`src/rtl/rr_sched_pkg.sv`:
```
// Shared definitions for the transaction-level round-robin scheduler.
// State encodings and the index-width helper used by rr_pick and rr_resource_scheduler.
package rr_sched_pkg;

    localparam logic [0:0] ST_IDLE = 1'b0;
    localparam logic [0:0] ST_BUSY = 1'b1;

    // Index width that stays at least one bit wide for degenerate sizes.
    function automatic int idx_w(input int n);
        return (n < 2) ? 1 : $clog2(n);
    endfunction

endpackage

```
`src/rtl/rr_pick.sv`:
```
// Masked-priority picker: lowest set bit of req&mask, falling back to lowest set bit of req.
// Shared by the idle grant path and the release re-grant path of the scheduler.
module rr_pick
    import rr_sched_pkg::*;
#(
    parameter int WIDTH = 8,
    parameter int IW    = idx_w(WIDTH)
) (
    input  logic [WIDTH-1:0] req,
    input  logic [WIDTH-1:0] mask,
    output logic [IW-1:0]    idx,
    output logic             any
);

    logic [WIDTH-1:0] w_masked;

    assign w_masked = req & mask;
    assign any      = |req;

    // Scan high-to-low so the last hit left standing is the lowest index.
    always_comb begin
        idx = '0;
        if (|w_masked) begin
            for (int i = WIDTH - 1; i >= 0; i--) begin
                if (w_masked[i]) idx = IW'(i);
            end
        end else begin
            for (int i = WIDTH - 1; i >= 0; i--) begin
                if (req[i]) idx = IW'(i);
            end
        end
    end

endmodule

```
`src/rtl/rr_resource_scheduler.sv`:
```
// Round-robin scheduler that locks a grant for a whole multi-beat transaction.
// Define RR_SCHED_HOLD_TIMEOUT_EN to force release after MAX_HOLD beats without last.
module rr_resource_scheduler
    import rr_sched_pkg::*;
#(
    parameter int WIDTH    = 8,
    parameter int MAX_HOLD = 16
) (
    input  logic                     clk,
    input  logic                     reset,
    input  logic [WIDTH-1:0]         req,
    input  logic [WIDTH-1:0]         last,
    input  logic                     res_ready,
    output logic [WIDTH-1:0]         gnt,
    output logic [$clog2(WIDTH)-1:0] gnt_idx,
    output logic                     gnt_valid,
    output logic                     beat,
    output logic                     timeout
);

    localparam int IW = idx_w(WIDTH);

    if (WIDTH < 2 || (WIDTH & (WIDTH - 1)) != 0 || MAX_HOLD < 2) begin : g_param_chk
        $error("rr_resource_scheduler: WIDTH must be a power of two >= 2 and MAX_HOLD >= 2");
    end

    logic [0:0]       r_state;
    logic [WIDTH-1:0] r_gnt;
    logic [IW-1:0]    r_gnt_idx;
    logic             r_gnt_valid;
    logic [WIDTH-1:0] r_mask;

    logic [IW:0]      w_shamt;
    logic [WIDTH-1:0] w_rot_mask;
    logic [WIDTH-1:0] w_pick_mask;
    logic [IW-1:0]    w_pick_idx;
    logic             w_pick_any;
    logic             w_release;
    logic             w_force;
    logic             w_new_gnt;

    assign beat = r_gnt_valid & req[r_gnt_idx] & res_ready;

    // Mask after rotating past the current winner; the top index shifts it to zero.
    assign w_shamt     = {1'b0, r_gnt_idx} + {{IW{1'b0}}, 1'b1};
    assign w_rot_mask  = {WIDTH{1'b1}} << w_shamt;
    assign w_pick_mask = (r_state == ST_BUSY) ? w_rot_mask : r_mask;

    rr_pick #(
        .WIDTH (WIDTH),
        .IW    (IW)
    ) u_pick (
        .req  (req),
        .mask (w_pick_mask),
        .idx  (w_pick_idx),
        .any  (w_pick_any)
    );

    assign w_release = (r_state == ST_BUSY) &
                       ((beat & last[r_gnt_idx]) | ~req[r_gnt_idx] | w_force);
    assign w_new_gnt = w_pick_any & ((r_state == ST_IDLE) | w_release);

    always_ff @(posedge clk or negedge reset) begin
        if (!reset) begin
            r_state     <= ST_IDLE;
            r_gnt       <= '0;
            r_gnt_idx   <= '0;
            r_gnt_valid <= 1'b0;
            r_mask      <= '1;
        end else begin
            if (w_release) r_mask <= w_rot_mask;
            if (w_new_gnt) begin
                r_state     <= ST_BUSY;
                r_gnt_idx   <= w_pick_idx;
                r_gnt       <= {{(WIDTH - 1){1'b0}}, 1'b1} << w_pick_idx;
                r_gnt_valid <= 1'b1;
            end else if (w_release) begin
                r_state     <= ST_IDLE;
                r_gnt       <= '0;
                r_gnt_valid <= 1'b0;
            end
        end
    end

`ifdef RR_SCHED_HOLD_TIMEOUT_EN
    localparam int HW = $clog2(MAX_HOLD) + 1;

    logic [HW-1:0] r_hold_cnt;
    logic          r_timeout;

    assign w_force = beat & ~last[r_gnt_idx] & (r_hold_cnt == HW'(MAX_HOLD - 1));
    assign timeout = r_timeout;

    always_ff @(posedge clk or negedge reset) begin
        if (!reset) begin
            r_hold_cnt <= '0;
            r_timeout  <= 1'b0;
        end else begin
            r_timeout <= w_force;
            if (w_new_gnt) r_hold_cnt <= '0;
            else if (beat) r_hold_cnt <= r_hold_cnt + 1'b1;
        end
    end
`else
    assign w_force = 1'b0;
    assign timeout = 1'b0;
`endif

    assign gnt       = r_gnt;
    assign gnt_idx   = r_gnt_idx;
    assign gnt_valid = r_gnt_valid;

endmodule
```
`config.mk`:
```
export PLATFORM = sky130hd
export DESIGN_NAME = rr_resource_scheduler
export DESIGN_NICKNAME = d
export VERILOG_FILES = /design/src/rtl/rr_sched_pkg.sv /design/src/rtl/rr_pick.sv /design/src/rtl/rr_resource_scheduler.sv
export SDC_FILE = /design/constraint.sdc
export NUM_CORES = 1
export LEC_CHECK = 0
export ABC_AREA = 1
export CORE_MARGIN = 2
export CORE_UTILIZATION = 50
export CTS_CLUSTER_DIAMETER = 100
export DETAILED_ROUTE_END_ITERATION = 8
export PLACE_DENSITY = 0.78
export SYNTH_ARGS = -nofsm -noshare
export SYNTH_HDL_FRONTEND = slang
export SYNTH_HIERARCHICAL = 1
export SYNTH_SLANG_ARGS = --single-unit
```
`constraint.sdc`:
```
create_clock -name clk -period 2.7 [get_ports clk]
set_input_delay 0.54 -clock clk [delete_from_list [all_inputs] [get_ports clk]]
set_output_delay 0.54 -clock clk [all_outputs]
set_load 0.02 [all_outputs]
```
==> results of run 1 <==
## worst min-delay path by stage
stage / to / cells past startpoint
floorplan: gnt[0] / 0
global placement: r_mask[7] / 2
detailed placement: r_mask[1] / 2
CTS: r_mask[1] / 2
global route: r_mask[0] / 2
finish: r_mask[1] / 2
## cell type report
cell class,instances,area [um2],share of cell area
tap,31,38.8,0.0193
clock buffer,4,36.3,0.0180
multi-input combinational,176,873,0.434
inverter,30,113,0.0560
timing repair buffer,48,440,0.219
sequential,20,510,0.254
## per-stage QoR
stage | cell area (um2) | setup WS, ns | total power, W | hold slack, ns | util
after floorplan | 1510 | 0.131 | 0.00174 | 0.244 | -
after global placement | 1940 | 0.101 | 0.00215 | 0.454 | 0.692
after detailed placement | 1940 | 0.0595 | 0.00218 | 0.457 | 0.692
after CTS | 1980 | 0.0224 | 0.00237 | 0.474 | 0.705
after global routing | 2010 | 0.0135 | 0.00271 | 0.492 | 0.717
final | 2010 | 0.278 | 0.00243 | 0.476 | 0.717
## state kept, by name, indices dropped and copies added (netlist names)
signal   cells
r_state      1
r_mask       8
gnt_idx      3
gnt          8
## Yosys cell counts, drive strengths merged
cell / count
nand3: 28
dfstp: 8
a31oi: 1
inv: 30
clkbuf: 1
dfrtp: 12
o21ai: 16
nand4: 1
nand2: 106
conb: 1
ha: 4
nor2: 13
o22ai: 1
a22o: 1
buf: 5
nor4: 1
a21oi: 3
## cell families (layout without fill, tap and decap cells)
logic type	count (synthesis)	in the layout
flops	20	20
compound gates	22	22
other cells	1	1
simple gates	149	149
buf+inv	36	82
fa+ha+maj	4	4
## repair_timing
item,in CTS,in global routing
gates resized for setup,0,11
hold endpoints to repair,0,0
setup endpoints to repair,0,9
## metal layers
layer | part of all wire | track usage
met5 | 0 | 0
met4 | 0.017 | 0.0844
met3 | 0.061 | 0.0197
met2 | 0.45 | 0.375
met1 | 0.47 | 0.314
## power breakdown
part | total, W | internal, W | switching [W]
Combinational | 0.00174 | 0.000669 | 0.00107
Sequential | 0.000521 | 0.000464 | 0.0000568
Clock | 0.000178 | 0.0000824 | 0.0000952
## worst max-delay path: stages (launching register included)
cell	delay, ns
dfrtp_1	0.40
ha_2	0.20
inv_1	0.06
ha_2	0.29
nand2_2	0.11
nor2_1	0.06
a22o_1	0.20
nand2_1	0.08
nand2_1	0.11
inv_2	0.09
nand3_2	0.10
nor2_1	0.11
nand2_1	0.07
nand2_2	0.12
inv_1	0.07
nand2_1	0.08
nor2_1	0.05
nand3_1	0.08
nand2_1	0.06
==> reports/qor.txt, run 1 <==
Synthesized instance count: 232
Layout cells sized above 1: 0.216
Total of max-cap violations: 0
Initial DRC count: 79
Hold_buf cts: 0
Area share of the largest cell type after synthesis: 0.238
Layout fillers: 248
Startpoint of the worst hold path: r_mask[1]
Post-DR wirelength/cell: 11.5 um
Sequential share of the synthesized area: 0.337
Fmax: 413 MHz
Reg-to-reg slack, setup: 0.28 ns
GP Congestion: 0.924
ANT cells: 0
Cells after DPL: 305
End point of the critical path: gnt[4]
Most common cell after layout, fill and taps aside: nand2_1
DRC errors left: 0
Reg clk slew, reported paths: 0.11 ns
Routed Wire Length: 3570 um
Clk Latency, worst-skew pair: 0.30 ns
Compound-gate portion of the synthesized area: 0.0918
Post-synth cell types: 24
Layout area overhead: 33.0%
Worst Hold Class: reg2reg
Final std cells w/o fill: 309
Grt ovf: 0
First-pass GRT wire length: 6160 um
Run status: finished clean
Die W: 59.0 um
#FFs+latches synth: 20
CP endpoint kind: flip-flop
ANT nets after route: 0
Post-Syn Area per Cell: 6.52 um2
Nets: 302
Net Count, Synth: 255
Die Height: 59.0 um
Gr usage total: 0.228
Initial core utilization: 0.539
Die Area: 0.00348 mm2
LEAKAGE: 1.08 nW
Peak supply drop: 667 uV
Synth warnings: 6
CTS H-tree depth: 1
Crit Reg-Reg Endpoint: gnt[4]
Setup Buffers After CTS: 0
Drt first pass iters: 4
Post-synthesis xor/xnor area fraction: 0
Largest family of logic cells by synthesized area: simple AND/OR/NAND/NOR gates
CTS tree: yes
Ports: 33
Critical path peak fanout: 4
Clock skew: 0.00135 ns
Std-Cell Rows: 19
Vias in the first global route: 1425
Max-slew violation count: 0
CP startpoint: gnt_idx[0]
Vias per cell: 5.07
Initial antenna violation count: 0
Final Hold Vio Count: 0
Final period util: 0.897
Setup violators final: 0
Critical path data arrival time: 2.63 ns
Adder-cell share of the synthesized area: 0.0331
Setup CP Type: reg2reg
CTS root buf: clkbuf_4
Simple-Gate Fraction of Synth Area: 0.428
Tmin final: 2.42 ns
WP data required: 2.91 ns
Synth area leaders: nand2_1 24%, dfrtp_1 20%, dfstp_2 14%
Commonest cells after routing, fill and taps aside: 94 x nand2_1, 30 x clkdlybuf4s50_1, 27 x inv_1
Clock Tree Buf Depth: 2
CP Launch Type: flip-flop
Cts bufs inserted: 3
Post-synth top area cell: nand2_1
Via count: 1566
Port bufs: 31
R2r worst-path depth: 18
Largest net degree at the start of global routing: 21
Launch point of the worst reg-to-reg path: gnt_idx[0]
Power density over cell area: 1210 mW/mm2
RSZ-0062 raised after global routing: false
Mux contribution to synthesized area: 0
TritonCTS Sinks: 20
DPL Wire Length: 2700 um
CORE AREA: 0.00281 mm2
Syn Std Cell Area: 0.00151 mm2
Setup_tns: 0 ns
Power figures use the tool's default switching activity.
==> inputs of run 2 (changes only) <==
--- a/config.mk
+++ b/config.mk
@@ -6,11 +6,14 @@
 export NUM_CORES = 1
 export LEC_CHECK = 0
 export ABC_AREA = 1
+export CELL_PAD_IN_SITES_DETAIL_PLACEMENT = 1
+export CELL_PAD_IN_SITES_GLOBAL_PLACEMENT = 2
 export CORE_MARGIN = 2
-export CORE_UTILIZATION = 50
+export CORE_UTILIZATION = 27
 export CTS_CLUSTER_DIAMETER = 100
 export DETAILED_ROUTE_END_ITERATION = 8
-export PLACE_DENSITY = 0.78
+export MAX_ROUTING_LAYER = met4
+export PLACE_DENSITY = 0.79
 export SYNTH_ARGS = -nofsm -noshare
 export SYNTH_HDL_FRONTEND = slang
 export SYNTH_HIERARCHICAL = 1
==> run 2 against run 1 <==
Effect of this change: via count rose by 0.64%; critical endpoint is now gnt[0]; final area rose by 3.5%; core utilization decreased by 34 points; flip-flop and latch count stayed put; sequential power rose by 2%; highest routed layer unchanged; global-route usage is 7.1 points lower; critical path type unchanged; power increased by 5.1%.
==> reports/qor.txt, run 2 (synthesis results as in run 1) <==
Run status: finished clean
Post-DR wirelength/cell: 12.8 um
Nets: 301
Setup CP Type: reg2reg
Layout area overhead: 37.7%
CP endpoint kind: flip-flop
ANT cells: 0
Layout fillers: 703
DRC errors left: 0
First-pass GRT wire length: 7600 um
WP data required: 2.85 ns
Setup Buffers After CTS: 0
Initial core utilization: 0.276
Reg-to-reg slack, setup: 0.21 ns
Clk Latency, worst-skew pair: 0.25 ns
CORE AREA: 0.00547 mm2
Setup_tns: 0 ns
Fmax: 402 MHz
DPL Wire Length: 3530 um
Most common cell after layout, fill and taps aside: nand2_1
LEAKAGE: 1.09 nW
Cells after DPL: 345
Cts bufs inserted: 3
Hold_buf cts: 0
Clock Tree Buf Depth: 2
Final std cells w/o fill: 349
Die Area: 0.00622 mm2
Clock skew: 0.00488 ns
Grt ovf: 0
R2r worst-path depth: 16
WHS Path Cells: 2
Ports: 33
Final period util: 0.922
Peak supply drop: 506 uV
Via count: 1576
Initial DRC count: 28
Drt first pass iters: 4
Reg clk slew, reported paths: 0.08 ns
TritonCTS Sinks: 20
Vias in the first global route: 1637
Tmin final: 2.49 ns
Setup violators final: 0
ANT nets after route: 0
Critical path data arrival time: 2.64 ns
CTS tree: yes
Layout cells sized above 1: 0.209
CTS root buf: clkbuf_8
CP Launch Type: flip-flop
Routed Wire Length: 4470 um
Worst hold slack: 0.472 ns
CTS H-tree depth: 1
Die Height: 78.9 um
Largest net degree at the start of global routing: 21
Port bufs: 31
Vias per cell: 4.52
Die W: 78.9 um
Std-Cell Rows: 27
Gr usage total: 0.157
Max-slew violation count: 0
Worst Hold Class: reg2reg
Critical path peak fanout: 4
GP Congestion: 0.774
Final Hold Vio Count: 0
Commonest cells after routing, fill and taps aside: 95 x nand2_1, 30 x clkdlybuf4s50_1, 27 x inv_1
Initial antenna violation count: 0
Power density over cell area: 1230 mW/mm2
Total of max-cap violations: 0
RSZ-0062 raised after global routing: true
## run 2: cell count changes in the layout (fill, tap and decap cells not counted), sizes merged
cell and change:
buf -1, bufinv +1, clkbuf -1
## run 2: report_power, final
| part | internal (W) | switching [W] | total, W |
|---|---|---|---|
| Combinational | 0.000653 | 0.00108 | 0.00173 |
| Sequential | 0.000465 | 0.0000639 | 0.000529 |
| Clock | 0.000198 | 0.0000991 | 0.000297 |
## run 2: final cells by class
type                    count  area [um2]  area share
clock inverters             1        30.0      0.0144
inverters                  30         113      0.0541
repair buffers             47         437       0.210
flip-flops and latches     20         510       0.245
well taps                  72        90.1      0.0432
multi-input cells         176         862       0.414
clock buffers               3        41.3      0.0198
## run 2: final timing paths
check,start,endpoint
max,gnt_idx[0],gnt[0]
min,r_mask[1],r_mask[1]
max reg2reg,gnt_idx[0],gnt[0]
min reg2reg,r_mask[1],r_mask[1]
max in group asynchronous,reset,r_mask[7]
min in group asynchronous,reset,gnt[3]
## run 2: what timing repair did
item | CTS | global route
setup endpoints to repair | 0 | 9
hold endpoints to repair | 0 | 0
gates resized for setup | 0 | 12
## run 2: stage by stage
| step | utilization | setup slack, ns | power [W] | area (um2) |
|---|---|---|---|---|
| after global routing | 0.381 | -0.00111 | 0.00285 | 2080 |
| after CTS | 0.376 | 0.00842 | 0.00256 | 2060 |
| after floorplan | - | 0.131 | 0.00174 | 1510 |
| after detailed placement | 0.363 | 0.0201 | 0.00224 | 1980 |
| final | 0.381 | 0.209 | 0.00256 | 2080 |
| after global placement | 0.363 | 0.0584 | 0.00222 | 1980 |
## run 2: worst max-delay path: stages (launching register included)
cell	delay (ns)
dfrtp_1	0.39
ha_1	0.22
inv_1	0.06
ha_2	0.30
o21ai_2	0.16
o21ai_0	0.11
nand2_2	0.11
nand2_1	0.08
nor2_2	0.18
nand3_2	0.09
o22ai_1	0.18
buf_4	0.15
inv_1	0.05
nand2_1	0.09
nor2_1	0.05
nand3_1	0.09
nand2_1	0.06
## run 2: per-layer routing
metal / track usage / share of wire / up-vias
li1: - / - / 815
met1: 0.194 / 0.48 / 733
met2: 0.280 / 0.49 / 26
met3: 0.0159 / 0.025 / 2
met4: 0.0310 / 0.0045 / 0
met5: - / 0 / -
==> inputs of run 3 (changes only) <==
--- a/config.mk
+++ b/config.mk
@@ -12,6 +12,7 @@
 export CORE_UTILIZATION = 27
 export CTS_CLUSTER_DIAMETER = 100
 export DETAILED_ROUTE_END_ITERATION = 8
+export HOLD_SLACK_MARGIN = 0.1
 export MAX_ROUTING_LAYER = met4
 export PLACE_DENSITY = 0.79
 export SYNTH_ARGS = -nofsm -noshare
==> results of run 3 <==
The final DEF is identical to that of run 2; final timing and power are the same.
